File: src/rtl/linear_interpolator.sv
// linear_interpolator: expands each input sample into L output samples that
// ramp linearly from the previous input to the current one.
//   clk, rst_n       : clock, asynchronous active-low reset
//   flush            : synchronous clear of stored samples and any emission
//   in_data/in_valid/in_ready    : sample input handshake (in_ready is comb)
//   out_data/out_valid/out_ready : interpolated output handshake
//   out_last         : marks the phase L-1 sample of each group
module linear_interpolator #(
   parameter int unsigned DATA_WIDTH = 8,
   parameter int unsigned L          = 4,
   parameter int unsigned LOG2_L     = 2
) (
   input  logic                  clk,
   input  logic                  rst_n,
   input  logic                  flush,
   input  logic [DATA_WIDTH-1:0] in_data,
   input  logic                  in_valid,
   output logic                  in_ready,
   output logic [DATA_WIDTH-1:0] out_data,
   output logic                  out_valid,
   input  logic                  out_ready,
   output logic                  out_last
);

   localparam int unsigned SUM_W = DATA_WIDTH + LOG2_L + 1;
   localparam int unsigned WGT_W = LOG2_L + 1;

   localparam logic [1:0] ST_PRIME = 2'd0;
   localparam logic [1:0] ST_WAIT  = 2'd1;
   localparam logic [1:0] ST_EMIT  = 2'd2;

   localparam logic [LOG2_L-1:0] PHASE_LAST = LOG2_L'(L - 1);

   // Reject inconsistent L / LOG2_L at elaboration.
   generate
      if ((L < 2) || (L != (32'd1 << LOG2_L))) begin : g_bad_l
         $error("linear_interpolator: L must be a power of two >= 2 equal to 2**LOG2_L");
      end
   endgenerate

   logic [1:0]            state_q, state_d;
   logic [DATA_WIDTH-1:0] prev_q, prev_d;
   logic [DATA_WIDTH-1:0] cur_q, cur_d;
   logic [LOG2_L-1:0]     phase_q, phase_d;

   logic                  emit;
   logic                  at_last;
   logic                  in_xfer;
   logic                  out_xfer;
   logic [WGT_W-1:0]      wgt_cur;
   logic [WGT_W-1:0]      wgt_prev;
   logic [SUM_W-1:0]      wsum;

   assign emit    = (state_q == ST_EMIT);
   assign at_last = (phase_q == PHASE_LAST);

   // Accept a new sample whenever idle, or on the final beat of a group.
   assign in_ready = !emit || (at_last && out_ready);
   assign in_xfer  = in_valid && in_ready;
   assign out_xfer = emit && out_ready;

   // Weighted sum is always non-negative and bounded by (2**DATA_WIDTH-1)*L.
   always_comb begin
      wgt_cur  = WGT_W'(phase_q);
      wgt_prev = WGT_W'(L) - wgt_cur;
      wsum     = SUM_W'(prev_q) * SUM_W'(wgt_prev) + SUM_W'(cur_q) * SUM_W'(wgt_cur);
   end

   assign out_valid = emit;
   assign out_last  = emit && at_last;
   assign out_data  = emit ? DATA_WIDTH'(wsum >> LOG2_L) : '0;

   // Next-state logic.
   always_comb begin
      state_d = state_q;
      prev_d  = prev_q;
      cur_d   = cur_q;
      phase_d = phase_q;
      if (flush) begin
         state_d = ST_PRIME;
         phase_d = '0;
         prev_d  = '0;
         cur_d   = '0;
      end else begin
         case (state_q)
            ST_PRIME: begin
               if (in_xfer) begin
                  cur_d   = in_data;
                  state_d = ST_WAIT;
               end
            end
            ST_WAIT: begin
               if (in_xfer) begin
                  prev_d  = cur_q;
                  cur_d   = in_data;
                  phase_d = '0;
                  state_d = ST_EMIT;
               end
            end
            ST_EMIT: begin
               if (out_xfer) begin
                  if (!at_last) begin
                     phase_d = phase_q + LOG2_L'(1);
                  end else if (in_xfer) begin
                     // Start the next group with no idle cycle.
                     prev_d  = cur_q;
                     cur_d   = in_data;
                     phase_d = '0;
                  end else begin
                     state_d = ST_WAIT;
                  end
               end
            end
            default: begin
               state_d = ST_PRIME;
               phase_d = '0;
            end
         endcase
      end
   end

   // State registers.
   always_ff @(posedge clk or negedge rst_n) begin
      if (!rst_n) begin
         state_q <= ST_PRIME;
         prev_q  <= '0;
         cur_q   <= '0;
         phase_q <= '0;
      end else begin
         state_q <= state_d;
         prev_q  <= prev_d;
         cur_q   <= cur_d;
         phase_q <= phase_d;
      end
   end

endmodule

File: config.mk
export PLATFORM = sky130hd
export DESIGN_NAME = linear_interpolator
export DESIGN_NICKNAME = d
export VERILOG_FILES = /design/src/rtl/linear_interpolator.sv
export SDC_FILE = /design/constraint.sdc
export NUM_CORES = 1
export LEC_CHECK = 0
export CORE_ASPECT_RATIO = 0.5
export CORE_UTILIZATION = 55
export DETAILED_ROUTE_END_ITERATION = 16
export PLACE_DENSITY = 0.86
export SLEW_MARGIN = 20
export SYNTH_ARGS = -nofsm -noshare
export SYNTH_HDL_FRONTEND = slang
export SYNTH_SLANG_ARGS = --single-unit
File: constraint.sdc
create_clock -name clk -period 6.7 [get_ports clk]
set_clock_uncertainty 0.2 [all_clocks]
set_input_delay 1.675 -clock clk [delete_from_list [all_inputs] [get_ports clk]]
set_output_delay 1.675 -clock clk [all_outputs]
set_load 0.05 [all_outputs]
# Yosys cells after proc, flatten, opt, wreduce, memory -nomap -nowiden
# Index checks and enable logic that the tools add are counted.
[word_totals]
regBits = 20
inputBits = 13
elab_cells = 55
[op_classes]
addsub = 3
n_mul = 2
n_eq_ne = 9
muxes = 23
reduce_logical = 14
[op_table]
columns = ["cell", "count"]
rows = [
  ["8-bit 2-to-1 mux", 9],
  ["8-bit one-hot mux with 2 select lines", 2],
  ["2-bit 2-to-1 mux", 10],
  ["2-bit one-hot mux with 3 select lines", 2],
  ["10-bit adder", 1],
  ["8-bit by 2-bit multiplier with 10-bit output", 1],
  ["8-bit by 3-bit multiplier with 10-bit output", 1],
  ["3-bit != test, second input constant", 3],
  ["3-bit by 2-bit != test with 1-bit output, second input constant", 2],
  ["3-bit AND reduction", 2],
  ["3-bit nonzero test", 2],
  ["5-bit AND reduction", 1],
  ["2-bit equality test, second input constant", 2],
  ["1-bit logical AND", 4],
  ["3-bit by 2-bit subtractor with 3-bit output, first input constant", 1],
  ["2-bit by 1-bit adder with 2-bit output, second input constant", 1],
  ["2-bit by 1-bit equality test with 1-bit output, second input constant", 1],
  ["2-bit zero test", 1],
  ["2-bit != test, second input constant", 1],
  ["2-bit AND reduction", 1],
  ["2-bit OR reduction", 1],
  ["1-bit zero test", 1],
  ["1-bit logical OR", 1],
]

# Logic depth before layout (Yosys ltp)
# Gate-level depths: netlist of run 1.
[logic_depth]
ltp_word = 9
ltp_mapped = 14

# Worst setup path before layout of run 1
# OpenSTA, ideal clock, no wires.
[synth_timing]
path_type = "flip-flop to output port"
start = "register phase_q[0]"
end = "output out_data[6]"
t_arrival_ns = 4.403
slack_ns = 0.422
path_stages_with_launch = 14
n_path_buf = 0
path_cell_list = "dfrtp_1 inv_1 ha_1 and2_1 fa_1 fa_1 inv_1 fa_1 inv_1 ha_1 a21o_1 a221o_1 a41oi_1 mux2i_1"
[synth_between]
elab_chain_len = 4
word_cells_on_any_way = 5
[synth_lines]
columns = ["element", "line_no", "source"]
rows = [
  ["start: declaration", "44", "logic [LOG2_L-1:0] phase_q, phase_d;"],
  ["start signal: assignment", "133", "phase_q <= phase_d;"],
  ["3-bit by 2-bit subtractor with 3-bit output", "65", "wgt_prev = WGT_W'(L) - wgt_cur;"],
  ["8-bit by 3-bit multiplier with 10-bit output", "66", "wsum = SUM_W'(prev_q) * SUM_W'(wgt_prev) + SUM_W'(cur_q) * SUM_W'(wgt_cur);"],
  ["10-bit adder (*)", "66", ""],
  ["8-bit 2-to-1 mux (*)", "71", "assign out_data = emit ? DATA_WIDTH'(wsum >> LOG2_L) : '0;"],
  ["end: declaration", "19", "output logic [DATA_WIDTH-1:0] out_data,"],
]
# Mark *: on every way between the ends. The rest lies on a longest branch, timed or not.

# Final worst setup path of run 1
[layout_timing]
start = "register phase_q[1]"
end = "output out_data[6]"
# Same word-level chain as after synthesis.

==> impl_metrics.tcl, run 1 <==
set metrics [dict create \
    netlist_instances 222 \
    r2r-end "cur_q[6]" \
    required_ns 4.83 \
    p_sw_mw 0.2296 \
    critPathLaunchType "flip-flop" \
    finalSetupTns_ns 0 \
    cp.arrival_ns 4.51 \
    die_x_um 92.65 \
    synth_seq_cells 20 \
    combPwrFrac_pct 48.7 \
    switching_share_pct 38.21 \
    start_util_pct 57.59 \
    slowest_delay_ns 0.55 \
    postSynthAreaPerCell_um2 10.18 \
    p_int_mw 0.3713 \
    vias_per_cell 5.186 \
    ant_nets 0 \
    fmax_ghz 0.1567 \
    die_area_um2 4384 \
    cts.path.max_buffers 2 \
    hold_path.class "flip-flop to flip-flop" \
    grt_max_degree 25 \
    fin_nets 299 \
    p_leak_nw 1.366 \
    antenna_found_initial 0 \
    ys_top_cells_by_count "and2_1 (33), inv_1 (31), dfrtp_1 (20), fa_1 (20), ha_1 (18)" \
    critPathMaxFanout 11 \
    die_y_um 47.33 \
    clockRootBuffer "clkbuf_8" \
    drive_gt1_share_pct 15.79 \
    reg2regPathDepth 6 \
    ys.flop_type "dfrtp_1" \
    ys_top_cells_by_area "dfrtp_1 (22%), fa_1 (18%), ha_1 (10%)" \
    drv_cap 0 \
    io_buffers 23 \
    finalHoldViolCount 0 \
    dp_cells 294 \
    cts.sinks 20 \
    stdcell_count 301 \
    async_reset_ff_share_pct 100.0 \
    groute.usage.overall_pct 19.28 \
    ir_drop_uv 169.7 \
    cp_slowest_cell "fa_1" \
    yosys_warnings 0 \
    synth_top_area_share_pct 22.15 \
    r2r-start "state_q[0]" \
    reg2reg_slack_ns 4.25 \
    htreeDepth 1 \
    yosys.area.top_type "dfrtp_1" \
    grt_first_pass_wirelength_mm 6.499 \
    antennaDiodeCount 0 \
    critPathKind "flip-flop to output port" \
    cp-end-kind "output port" \
    final_area_um2 2649 \
    synth-edff-count 0 \
    grt_overflow 0 \
    gp_congestion 0.8180 \
    clock_latency_ns 0.25 \
    p_seq_share_pct 31.6 \
    ys_types 40 \
    power_density_nw_per_um2 226.9 \
    fill_cells 292 \
    synth.most_common_cell "and2_1" \
    wl_per_cell_um 13.73 \
    wl_mm 4.133 \
    io_pins 24 \
    worstMarginPinSlew_ns 0.8767 \
    netlist_area_um2 2260 \
    num_vias 1561 \
    crit_path_end "out_data[6]" \
    drtIter0Drc 77 \
    fin_crit_sh_pct 95.24 \
    area_delta_synth_final_pct 17.22 \
    core_area_um2 3924 \
    rsz0062_at_grt "no" \
    cts_made_buffers 3 \
    cts_tree "done" \
    cts_hold_buf 0 \
    syn_nets 273 \
    setup_viol 0 \
    clockPowerShare_pct 19.7 \
    grt_pass1_vias 1462 \
    finalWorstSetupSlack_ns 0.3187 \
    period_minus_slack_ns 6.381 \
    maxSlewViolCount 0 \
    utilization_pct 67.51 \
    holdPathStages 1 \
    rows 16 \
    placed_cell_area_um2 2554 \
    crit_start "phase_q[1]" \
    clk_pin_slew_ns 0.07 \
    max-slew-margin-rel_pct 41.37 \
    place_ws_ns 0.3940 \
    status "finished, final reports clean" \
    drc_errors 0 \
    post-dp-hpwl_mm 3.374 \
    path_cells "inv_1, ha_1, and2_1, fa_1, fa_1, inv_1, fa_1, inv_1, ha_1, a21o_1, a221o_1, a41oi_1, mux2i_1, buf_12" \
    ys_seq_area_share_pct 22.15 \
    drt_first_pass_iters 4 \
]
-- cell usage in the layout (no fill, tap or decap), types with 2 or more instances in the layout --
cell type	netlist	final
nor3_1	2	2
xnor2_1	3	3
a221oi_1	2	2
a21oi_1	3	3
clkdlybuf4s50_1	0	17
buf_12	0	3
nor2_1	2	2
fa_1	20	20
dfrtp_1	20	19
nand2_1	14	14
ha_1	18	18
a21o_1	4	4
inv_1	31	31
nor2b_1	17	17
clkbuf_8	0	3
nand2b_1	2	2
mux2_2	10	10
o21ai_0	4	4
xor2_1	2	2
mux2_4	8	8
mux2i_1	3	3
buf_4	0	6
and2_1	33	33
-- metrics by stage --
stage / power [mW] / hold slack, ns
6_report: 0.6009 / 0.3846
3_5_place_dp: 0.4841 / 0.3615
2_1_floorplan: 0.4093 / 0.2997
4_1_cts: 0.6056 / 0.3789
3_3_place_gp: 0.4647 / 0.3480
5_1_grt: 0.6444 / 0.4013
-- critical path, delay by kind of cell (launching register included) --
kind	cells	cell delay (ns)
flip-flops	1	0.49
AND/OR/NAND/NOR	1	0.20
adder cells (fa/ha/maj)	5	2.16
AO/OA/AOI/OAI	3	0.74
multiplexers	1	0.31
buffers and inverters	4	0.36
-- final cells by class --
cell class | count | area (µm²) | share of cell area (%)
Multi-Input combinational cell | 166 | 1617 | 61.03
Sequential cell | 20 | 501.7 | 18.94
Timing Repair Buffer | 26 | 275.3 | 10.39
Inverter | 31 | 116.4 | 4.393
Tap cell | 54 | 67.56 | 2.551
Clock buffer | 3 | 41.29 | 1.559
Clock inverter | 1 | 30.03 | 1.134
-- worst min path at each step --
stage / from / end / slack, ns
2_1_floorplan: prev_q[2] / prev_q[2] / 0.30
3_3_place_gp: prev_q[3] / prev_q[3] / 0.35
3_5_place_dp: prev_q[2] / prev_q[2] / 0.36
4_1_cts: prev_q[2] / prev_q[2] / 0.38
5_1_grt: prev_q[0] / prev_q[0] / 0.40
6_report: prev_q[2] / prev_q[2] / 0.38
-- power by group through the flow --
stage	sequential, mW	clock, mW	combinational, mW
6_report	0.190	0.118	0.293
3_5_place_dp	0.191	0	0.293
2_1_floorplan	0.174	0	0.236
4_1_cts	0.189	0.122	0.294
3_3_place_gp	0.187	0	0.278
5_1_grt	0.194	0.129	0.322
-- routing by layer --
metal / GRT usage, % / up-vias / share of wire, % / routed length (µm)
li1: - / 773 / - / -
met1: 26.46 / 757 / 49 / 2042
met2: 34.67 / 27 / 47 / 1961
met3: 1.780 / 4 / 2.6 / 109
met4: 4.308 / 0 / 0.46 / 19
met5: 0 / - / 0 / 0
-- sequential cells by signal (all words and copies together), names as in the netlist --
signal / flops
cur_q: 8
phase_q: 2
prev_q: 8
state_q: 2
-- cell families after synthesis --
group / Yosys count / share of synthesized area (%)
mux: 21 / 11.63
flops: 20 / 22.15
buf+inv: 36 / 6.312
simple gates: 76 / 19.49
xor+xnor: 6 / 2.935
fa+ha+maj: 38 / 27.69
compound gates: 25 / 9.801
-- what timing repair did --
item | 4_1_cts | 5_1_grt
endpoints found under the setup margin | 0 | 2
setup buffers | 0 | 3
resized for setup | 0 | 1
Note: power is estimated with default switching activity, not from simulation.
==> run 2, diff against run 1 <==
Settings changed: CTS_CLUSTER_SIZE set to 24.
==> results of run 2 <==
No change in the layout: final DEF, timing and power equal those of run 1.
